===== src/rtl/operand_collector.sv =====
// operand_collector: synchronizes the 12-bit pin bus, qualifies tagged words,
// and assembles A -> B -> OP into num1/num2/op with a one-cycle start pulse.
module operand_collector #(
    parameter int WIDTH         = 10,
    parameter int OP_W          = 4,
    parameter int SYNC_STAGES   = 2,
    parameter int STABLE_CYCLES = 2
) (
    input  logic               clock,
    input  logic               reset,
    input  logic [WIDTH+1:0]   inp,
    output logic [WIDTH-1:0]   num1,
    output logic [WIDTH-1:0]   num2,
    output logic [OP_W-1:0]    op,
    output logic               start,
    output logic               busy,
    output logic               err
);

    localparam int IW = WIDTH + 2;
    localparam int CW = $clog2(STABLE_CYCLES + 1);
    localparam logic [CW-1:0] STABLE = CW'(STABLE_CYCLES);

    typedef enum logic [1:0] {IDLE, GOT_A, GOT_B} state_t;

    logic [IW-1:0]    sync_q [SYNC_STAGES];
    logic [IW-1:0]    prev_q;
    logic [IW-1:0]    synced;
    logic [1:0]       tag;
    logic [WIDTH-1:0] payload;
    logic [CW-1:0]    cnt_q, cnt_d;
    logic             armed_q, armed_d;
    logic             accept;
    logic             is_a, is_b, is_op;

    state_t           state, nstate;
    logic [WIDTH-1:0] num1_d, num2_d;
    logic [OP_W-1:0]  op_d;
    logic             start_d, err_d;

    assign synced  = sync_q[SYNC_STAGES-1];
    assign tag     = synced[IW-1 -: 2];
    assign payload = synced[WIDTH-1:0];

    always_ff @(posedge clock or posedge reset) begin
        if (reset) begin
            for (int i = 0; i < SYNC_STAGES; i++)
                sync_q[i] <= '0;
            prev_q  <= '0;
            cnt_q   <= '0;
            armed_q <= 1'b1;
        end else begin
            sync_q[0] <= inp;
            for (int i = 1; i < SYNC_STAGES; i++)
                sync_q[i] <= sync_q[i-1];
            prev_q  <= synced;
            cnt_q   <= cnt_d;
            armed_q <= armed_d;
        end
    end

    // Accept fires on the edge the run length reaches STABLE, once per tag.
    always_comb begin
        cnt_d = cnt_q;
        if (synced != prev_q)
            cnt_d = CW'(1);
        else if (tag != 2'b00 && cnt_q != STABLE)
            cnt_d = cnt_q + CW'(1);
        accept  = armed_q && (tag != 2'b00) && (cnt_d == STABLE);
        armed_d = armed_q;
        if (accept)
            armed_d = 1'b0;
        else if (tag == 2'b00)
            armed_d = 1'b1;
        is_a  = (tag == 2'b01);
        is_b  = (tag == 2'b10);
        is_op = (tag == 2'b11);
    end

    always_ff @(posedge clock or posedge reset) begin
        if (reset)
            state <= IDLE;
        else
            state <= nstate;
    end

    always_comb begin
        nstate = state;
        if (accept) begin
            unique case (1'b1)
                is_a:    nstate = GOT_A;
                is_b:    if (state == GOT_A) nstate = GOT_B;
                is_op:   if (state == GOT_B) nstate = IDLE;
                default: nstate = state;
            endcase
        end
    end

    always_comb begin
        num1_d  = num1;
        num2_d  = num2;
        op_d    = op;
        err_d   = err;
        start_d = 1'b0;
        if (accept) begin
            unique case (1'b1)
                is_a: begin
                    num1_d = payload;
                    err_d  = 1'b0;
                end
                is_b: begin
                    if (state == GOT_A) num2_d = payload;
                    else                err_d  = 1'b1;
                end
                is_op: begin
                    if (state == GOT_B) begin
                        op_d    = payload[OP_W-1:0];
                        start_d = 1'b1;
                    end else begin
                        err_d = 1'b1;
                    end
                end
                default: err_d = err;
            endcase
        end
    end

    always_ff @(posedge clock or posedge reset) begin
        if (reset) begin
            num1  <= '0;
            num2  <= '0;
            op    <= '0;
            start <= 1'b0;
            err   <= 1'b0;
        end else begin
            num1  <= num1_d;
            num2  <= num2_d;
            op    <= op_d;
            start <= start_d;
            err   <= err_d;
        end
    end

    assign busy = (state != IDLE);

endmodule


===== config.mk =====
export PLATFORM = sky130hd
export DESIGN_NAME = operand_collector
export DESIGN_NICKNAME = d
export VERILOG_FILES = /design/src/rtl/operand_collector.sv
export SDC_FILE = /design/constraint.sdc
export NUM_CORES = 1
export LEC_CHECK = 0
export BUFFER_PORTS_ARGS = -buffer_cell sky130_fd_sc_hd__buf_2
export CAP_MARGIN = 20
export CORE_ASPECT_RATIO = 1.4
export CORE_MARGIN = 1.5
export CORE_UTILIZATION = 58
export DETAILED_ROUTE_END_ITERATION = 10
export PLACE_DENSITY = 0.88
export SLEW_MARGIN = 20
export SYNTH_ARGS = -nofsm -noshare
export SYNTH_HDL_FRONTEND = slang
export SYNTH_SLANG_ARGS = --single-unit

===== constraint.sdc =====
create_clock -name clock -period 7 [get_ports clock]
set_clock_uncertainty 0.2 [all_clocks]
set_input_delay 0.35 -clock clock [delete_from_list [all_inputs] [get_ports clock]]
set_output_delay 0.35 -clock clock [all_outputs]
set_load 0.005 [all_outputs]

After elaboration in Yosys (flattened, before gate mapping) --
Cells that the tools add are included.
Word-level totals: register bits 67, bits of input ports 14, output and inout port bits 27, logic and storage cells 50
Cells by class: add/subtract/negate cells 1, equal/unequal tests 12, multiplexer cells 13, reductions and logical operators 13
Operator list (number):
- $ne 12x12->1 | 1
- $eq 2x2->1 const B | 4
- $mux 2 | 4
- $reduce_and 4->1 | 2
- $mux 1 | 7
- $ne 2x2->1 const B | 3
- $pmux 2 s3 | 1
- $reduce_and 3->1 | 2
- $reduce_bool 2->1 | 3
- $eq 2x1->1 const B | 2
- $ne 2x1->1 const B | 2
- $logic_and 1x1->1 | 3
- $pmux 1 s3 | 1
- $reduce_bool 3->1 | 1
- $add 2x1->2 const B | 1
- $logic_not 2->1 | 1
- $reduce_and 2->1 | 1

Depth between registers and ports, before layout --
Gate-level depths: netlist (run 1).
depth after elaboration 7, depth in mapped cells 7, depth with buffers taken out 7

Worst setup path after synthesis (run 1) --
Ideal clock, no wire load.
kind reg2reg, from register cnt_q[0], to register num1[0], setup time 0.125 ns, arrival time 2.147 ns, required time 6.675 ns, setup slack 4.529 ns, cell stages (with the launch flop) 8, buffers on the path 0, clock period less this slack 2.471 ns, cells stage by stage dfrtp_1 > inv_1 > ha_1 > o21bai_1 > mux2i_1 > nand4_2 > nor4_4 > mux2_2
On the way: longest elaborated chain between the ends 7, elaborated cells between the ends (all ways) 8, classes of those cells add/sub: 1; eq/ne: 2; mux: 2; reduce/logical: 3
RTL lines:
- from (decl) | RTL line 31 | logic [CW-1:0] cnt_q, cnt_d;
- from (signal assigned) | RTL line 57 | cnt_q <= cnt_d;
- branches (longest 2 deep; another with $add 2x1->2)
- $mux 2 (*) | RTL line 67 | else if (tag != 2'b00 && cnt_q != STABLE)
- $mux 2 (*) | RTL line 65 | if (synced != prev_q)
- $eq 2x2->1 (*) | RTL line 69 | accept = armed_q && (tag != 2'b00) && (cnt_d == STABLE);
- $logic_and 1x1->1 (*) | RTL line 69
- $reduce_and 2->1 (no source line) (*)
- to (signal assigned) | RTL line 136 | num1 <= num1_d;
- to (decl) | RTL line 12 | output logic [WIDTH-1:0] num1,
Every way passes the cells marked *. A chain may end at the register's enable or synchronous reset.

Worst setup path in the final report (run 1) --
from register sync_q (netlist bit synced[11]), to register num1[3]
On the way: longest elaborated chain between the ends 7, elaborated cells between the ends (all ways) 10, classes of those cells eq/ne: 3; mux: 2; reduce/logical: 5
RTL lines:
- from (decl) | RTL line 26 | logic [IW-1:0] sync_q [SYNC_STAGES];
- from (signal, indexed assignment) | RTL line 55 | sync_q[i] <= sync_q[i-1];
- $reduce_bool 2->1 | RTL line 67, 69
- $logic_and 1x1->1 | RTL line 67
- $mux 2 | RTL line 67
- $mux 2 | RTL line 65
- $eq 2x2->1 | RTL line 69
- $logic_and 1x1->1 | RTL line 69
- $reduce_and 2->1 (no source line) (*)
Every way passes the cells marked *; elsewhere a longest branch is shown, timed or not.

==> metrics.yaml, run 1 <==
power:
  p_leak_nw: 1.51
  powerDensity_nw_per_um2: 253
  p_int_mw: 0.583
  peakVddDrop_mv: 0.229
  p_sw_share_pct: 22.3
  p_seq_share_pct: 54.2
  clkPwrFrac_pct: 41.8
  p_sw_mw: 0.167
  comb_power_share_pct: 4.0
  finalPower_mw: 0.750
floorplan:
  core-area_um2: 3950
  dieWidth_um: 57.5
  dieArea_um2: 4560
  fp-row-count: 27
  num_io_pins: 41
  start_util_pct: 61.0
  die_h_um: 79.3
timing:
  slew_viol_final: 0
  post-route-period-util_pct: 41.7
  setup_viol: 0
  finalHoldViolations: 0
  rsz0062_at_grt: "no"
  worst_pin_slew_ps: 819
  fin_tns_setup_ps: 0
  fmax_mhz: 343
  relSlewSlack_pct: 45.4
  finalCriticalPeriod_ps: 2920
clocking:
  cts_root_buf: "clkbuf_8"
  clkTransAtPathRegs_ps: 70
  cts_tree: "yes"
  cts_resized: 0
  cts_sinks: 67
  clk_latency_ps: 340
  h-tree-depth: 3
  cts_buffers: 9
  clk_path_buf_depth: 2
logic_synthesis:
  ys_seq_area_share_pct: 69.6
  synth_cells: 155
  ys_seq_elements: 67
  synth_cell_types: 33
  synth_warnings: 0
  netlist_area_um2: 2410
  syn_nets: 170
  syn_avg_cell_area_um2: 15.5
status:
  status: "complete, no violations"
global_routing:
  grt_max_degree: 68
  antenna_found_initial: 0
  grt_pass1_vias: 1628
  overflow: 0
  grt_first_pass_wirelength_mm: 7.71
  grt_use_total_pct: 23.7
min_path:
  hold_class: "input pin to async pin"
critical_path:
  crit_path_top_delay_cell: "nor4_4"
  path_cells: "o21bai_1, mux2i_1, nand4_2, nor4_4, mux2_2"
  end_kind: "flop"
  cp_num_buf_inv: 0
  critPathLaunchType: "flop"
  required_ps: 7020
  worst_path_largest_cell_delay_ps: 630
  cp_top_family: "simple AND/OR/NAND/NOR gates"
  path_class: "flop to flop"
  arrival_ps: 2930
  cp_max_fo: 11
cells_and_area:
  drive_gt1_share_pct: 39.6
  final_cell_mix: "dfrtp_1, buf_2, mux2_2, xor2_1, dlygate4sd3_1"
  syn_to_final_growth_pct: 23.1
  nets: 232
  antenna_cells: 0
  layout_commonest_cell: "dfrtp_1"
placed_design:
  port_buffers: 40
  hpwl_mm: 2.89
  routabilityCongestion: 0.760
route:
  drc: 0
  routed_via_density: 5.58
  vias: 1479
  routedWlPerCell_um: 17.6
  drt_iter0_markers: 37
  drtPass1Iterations: 4
  wl_mm: 4.68
  ant_nets: 0
flow_run:
  drv_cap: 0
## path summary, 6_finish.rpt
path / from / endpoint / slack, ps / cells past startpoint
worst max-delay path: synced[11] / num1[3] / 4080 / 5
worst min-delay path: reset / num2[2] / 30 / 3
worst max register to register: synced[11] / num1[3] / 4080 / 5
worst min register to register: sync_q[17] / synced[5] / 150 / 0
max in group asynchronous: reset / synced[10] / 6010 / 3
min in group clock: sync_q[17] / synced[5] / 150 / 0
## cell families (layout without fill, tap and decap cells)
kind of cell    count (synthesis)  in the layout  share of synthesized area [%]
fa+ha+maj                       1              1                          0.519
buf+inv                        10             77                           2.03
flops                          67             67                           69.6
mux                            25             25                           11.6
xor+xnor                       14             14                           5.09
compound gates                 12             12                           3.43
simple gates                   26             26                           7.68
## metrics by stage
| stage | std cells | area (um^2) | worst slack, ps | hold slack, ps | utilization (%) |
|---|---|---|---|---|---|
| global route | 265 | 2970 | 3920 | 119 | 75.1 |
| detailed placement | 237 | 2650 | 4090 | 136 | 67.1 |
| global placement | 237 | 2650 | 4310 | 132 | 67.1 |
| finish | 265 | 2970 | 4080 | 34.1 | 75.1 |
| CTS | 265 | 2970 | 4080 | 50.2 | 75.1 |
| floorplan | 155 | 2410 | 4530 | 131 | - |
## synthesized netlist by cell type, drive strengths merged
| cell | number | area (um^2) |
|---|---|---|
| or2 | 1 | 6.26 |
| nand2b | 1 | 6.26 |
| dfrtp | 66 | 1650 |
| inv | 8 | 30.0 |
| dfstp | 1 | 26.3 |
| and3 | 1 | 6.26 |
| buf | 2 | 18.8 |
| nand4 | 3 | 25.0 |
| a21oi | 3 | 15.0 |
| o31a | 1 | 8.76 |
| o21a | 1 | 7.51 |
| ha | 1 | 12.5 |
| nand2 | 6 | 22.5 |
| xor2 | 13 | 114 |
| mux2i | 1 | 10.0 |
| mux2 | 24 | 270 |
| nor2 | 1 | 3.75 |
| nor3 | 3 | 26.3 |
| nand3 | 1 | 5.00 |
| o21ai | 2 | 10.0 |
| nor4 | 8 | 77.6 |
| and2 | 1 | 6.26 |
| xnor2 | 1 | 8.76 |
| a21o | 1 | 7.51 |
| o31ai | 1 | 7.51 |
| o41ai | 1 | 8.76 |
| o32a | 1 | 10.0 |
| o21bai | 1 | 7.51 |
## registers in the layout, indices dropped and copies added (netlist names), 2 cells and up
name    cells
synced     12
prev_q     12
op          4
num1       10
state       2
sync_q     12
num2       10
cnt_q       2
## power by group through the flow
stage	registers (mW)	logic (mW)	clock network (mW)
after floorplan	0.410	0.0187	0
after CTS	0.407	0.0303	0.320
final	0.407	0.0300	0.314
after detailed placement	0.414	0.0245	0
after global routing	0.407	0.0337	0.337
after global placement	0.413	0.0232	0
## repair_timing
item | CTS | global route
hold buffers | 12 | 0
buffers inserted | 0 | 0
hold endpoints to repair | 12 | 0
## area by class of cell
| class | instances | area [um^2] |
|---|---|---|
| clock buffers | 11 | 141 |
| clock inverters | 5 | 52.6 |
| fillers | 218 | 986 |
| inverters | 8 | 30.0 |
| multi-input cells | 78 | 683 |
| flip-flops and latches | 67 | 1680 |
| well taps | 43 | 53.8 |
| repair buffers | 53 | 328 |
## routing by layer
layer	vias up	GRT usage, %	share of wire (%)
met4	0	15.1	3.0
met3	17	8.96	4.5
met5	-	0	0
met2	55	38.0	54
met1	744	26.0	38
li1	663	-	-
## worst register-to-register path, cell delays in order, from the launching register on
cell and delay, ps:
dfrtp_1 540, o21bai_1 340, mux2i_1 360, nand4_2 300
nor4_4 630, mux2_2 430
No activity file was read; power rests on OpenSTA's default activity.
==> run 2, diff against run 1 <==
ABC_AREA = 1   (was not set)
CORE_UTILIZATION = 49   (was 58)
PLACE_DENSITY = 0.8   (was 0.88)
clock period = 2.54 ns   (was 7 ns; I/O delays follow)
==> run 2 against run 1 <==
Against the previous run: critical path depth grew 6; largest power group unchanged; non-clock buffer count up 5; count of clock-buffer cells in the layout shrank 1.
==> metrics.yaml, run 2 <==
floorplan:
  num_io_pins: 41
  fp-row-count: 30
  dieArea_um2: 5480
  start_util_pct: 51.0
  dieWidth_um: 63.0
  core-area_um2: 4840
  die_h_um: 87.0
cells_and_area:
  drive_gt1_share_pct: 23.7
  nets: 318
  num-fill-cells: 375
  final_cell_mix: "nand2_1, dfrtp_1, buf_2, nand3_1, nor2_1"
  syn_to_final_growth_pct: 25.0
  antenna_cells: 0
  layout_commonest_cell: "nand2_1"
route:
  drc: 0
  vias: 1723
  drtPass1Iterations: 4
  wl_mm: 4.25
  routedWlPerCell_um: 11.4
  ant_nets: 0
  drt_iter0_markers: 49
  routed_via_density: 4.63
critical_path:
  critPathLaunchType: "flop"
  required_ps: 2570
  end_kind: "flop"
  arrival_ps: 2160
  path_class: "flop to flop"
  cp_max_fo: 17
clocking:
  cts_tree: "yes"
  post_cts_buffers: 0
  clkTransAtPathRegs_ps: 70
  cts_buffers: 9
  cts_sinks: 67
  clk_path_buf_depth: 2
  clk_latency_ps: 330
  h-tree-depth: 3
  cts_root_buf: "clkbuf_8"
power:
  finalPower_mw: 2.07
  peakVddDrop_mv: 0.484
  p_int_mw: 1.61
  p_leak_nw: 1.73
  p_sw_share_pct: 22.0
  p_sw_mw: 0.454
  comb_power_share_pct: 4.2
  clkPwrFrac_pct: 41.7
  p_seq_share_pct: 54.1
  powerDensity_nw_per_um2: 670
global_routing:
  top_usage_layer: "met2"
  overflow: 0
  grt_pass1_vias: 1740
  grt_use_met2_pct: 30.6
  grt_max_degree: 40
  globalRouteMet3Util_pct: 5.56
  antenna_found_initial: 0
  grtUsageMet1_pct: 21.4
  grt_use_total_pct: 18.2
  grt_first_pass_wirelength_mm: 7.53
timing:
  fin_tns_setup_ps: 0
  setup_viol: 0
  fmax_mhz: 469
  post-route-period-util_pct: 83.9
  relSlewSlack_pct: 45.9
  fin_ws_ps: 410
  finalHoldViolations: 0
  rsz0062_at_grt: "no"
  finalCriticalPeriod_ps: 2130
  worst_pin_slew_ps: 806
  slew_viol_final: 0
logic_synthesis:
  ys_seq_elements: 67
  postSynth.asyncResetShare_pct: 100
  netlist_area_um2: 2470
  synth_cell_types: 24
  synth_warnings: 0
  syn_nets: 255
  yosys.area.top_type: "dfrtp_1"
  synth_top_area_share_pct: 66.8
  synth_edf_count: 0
  synth_cells: 240
  ys_top_cells_by_count: "nand2_1, dfrtp_1, nand3_1"
  synth.most_common_cell: "nand2_1"
  netlist_top_cells_area: "dfrtp_1, nand2_1, nand3_1"
  syn_avg_cell_area_um2: 10.3
  synth_ff_type: "dfrtp_1"
  ys_seq_area_share_pct: 67.9
placed_design:
  pre_cts_ws_ps: 446
  hpwl_mm: 2.95
  port_buffers: 40
  routabilityCongestion: 0.798
min_path:
  hold_class: "flop to flop"
status:
  status: "complete, no violations"
flow_run:
  drv_cap: 0
run 2: metrics by stage:
step	area, um^2	instances	hold WS, ps	util [%]
floorplan	2470	240	-41.6	-
global placement	2760	343	23.5	56.9
detailed placement	2760	343	33.2	56.9
CTS	3090	372	151	63.8
global route	3090	372	159	63.8
finish	3090	372	148	63.8
run 2: power by group through the flow:
stage / sequential [mW] / combinational, mW / clock (mW)
6_report: 1.12 / 0.0871 / 0.863
5_1_grt: 1.12 / 0.102 / 0.932
4_1_cts: 1.12 / 0.0892 / 0.884
3_5_place_dp: 1.14 / 0.0740 / 0
3_3_place_gp: 1.14 / 0.0722 / 0
2_1_floorplan: 1.13 / 0.0492 / 0
run 2: repair_timing:
| action | CTS | global route |
|---|---|---|
| hold buffers | 13 | 0 |
| gates resized for setup | 0 | 0 |
| endpoints found under the hold margin | 39 | 0 |
run 2: layout make-up:
class                           instances  area (um^2)  share of cell area (%)
Clock buffer                           10          138                    4.46
Clock inverter                          6         65.1                    2.11
Inverter                               19         71.3                    2.31
Multi-Input combinational cell        148          676                    21.9
Sequential cell                        67         1680                    54.3
Tap cell                               64         80.1                    2.59
Timing Repair Buffer                   58          380                    12.3
run 2: path summary, 6_finish.rpt:
kind,start,endpoint,slack [ps],cells after the start
max,cnt_q[0],num2[5],410,11
min,sync_q[20],synced[8],150,0
max reg2reg,cnt_q[0],num2[5],410,11
min reg2reg,sync_q[20],synced[8],150,0
max in group asynchronous,reset,prev_q[0],1350,4
min in group asynchronous,reset,synced[9],200,3
run 2: cells by family (layout without fill, tap and decap cells):
logic type,Yosys count,count (layout),share of synthesized area [%]
flip-flops,67,67,67.9
XOR/XNOR,5,5,1.77
adder cells (fa/ha/maj),1,1,0.506
AND/OR/NAND/NOR,139,139,24.2
buffers and inverters,25,93,5.01
AO/OA/AOI/OAI,3,3,0.607
run 2: per-layer routing:
metal,share of wire [%],up-vias
li1,-,875
met1,44,800
met2,50,42
met3,4.1,6
met4,1.7,0
met5,0,-
run 2: critical path, stage by stage (launching register included):
cell and delay, ps:
dfrtp_1 390, inv_1 70, ha_1 140, inv_1 50, nand2_2 80, xor2_1 280, nand4_2 160, nor2_2 140
buf_4 250, nand2_4 130, nand2_1 100, nand2_1 50
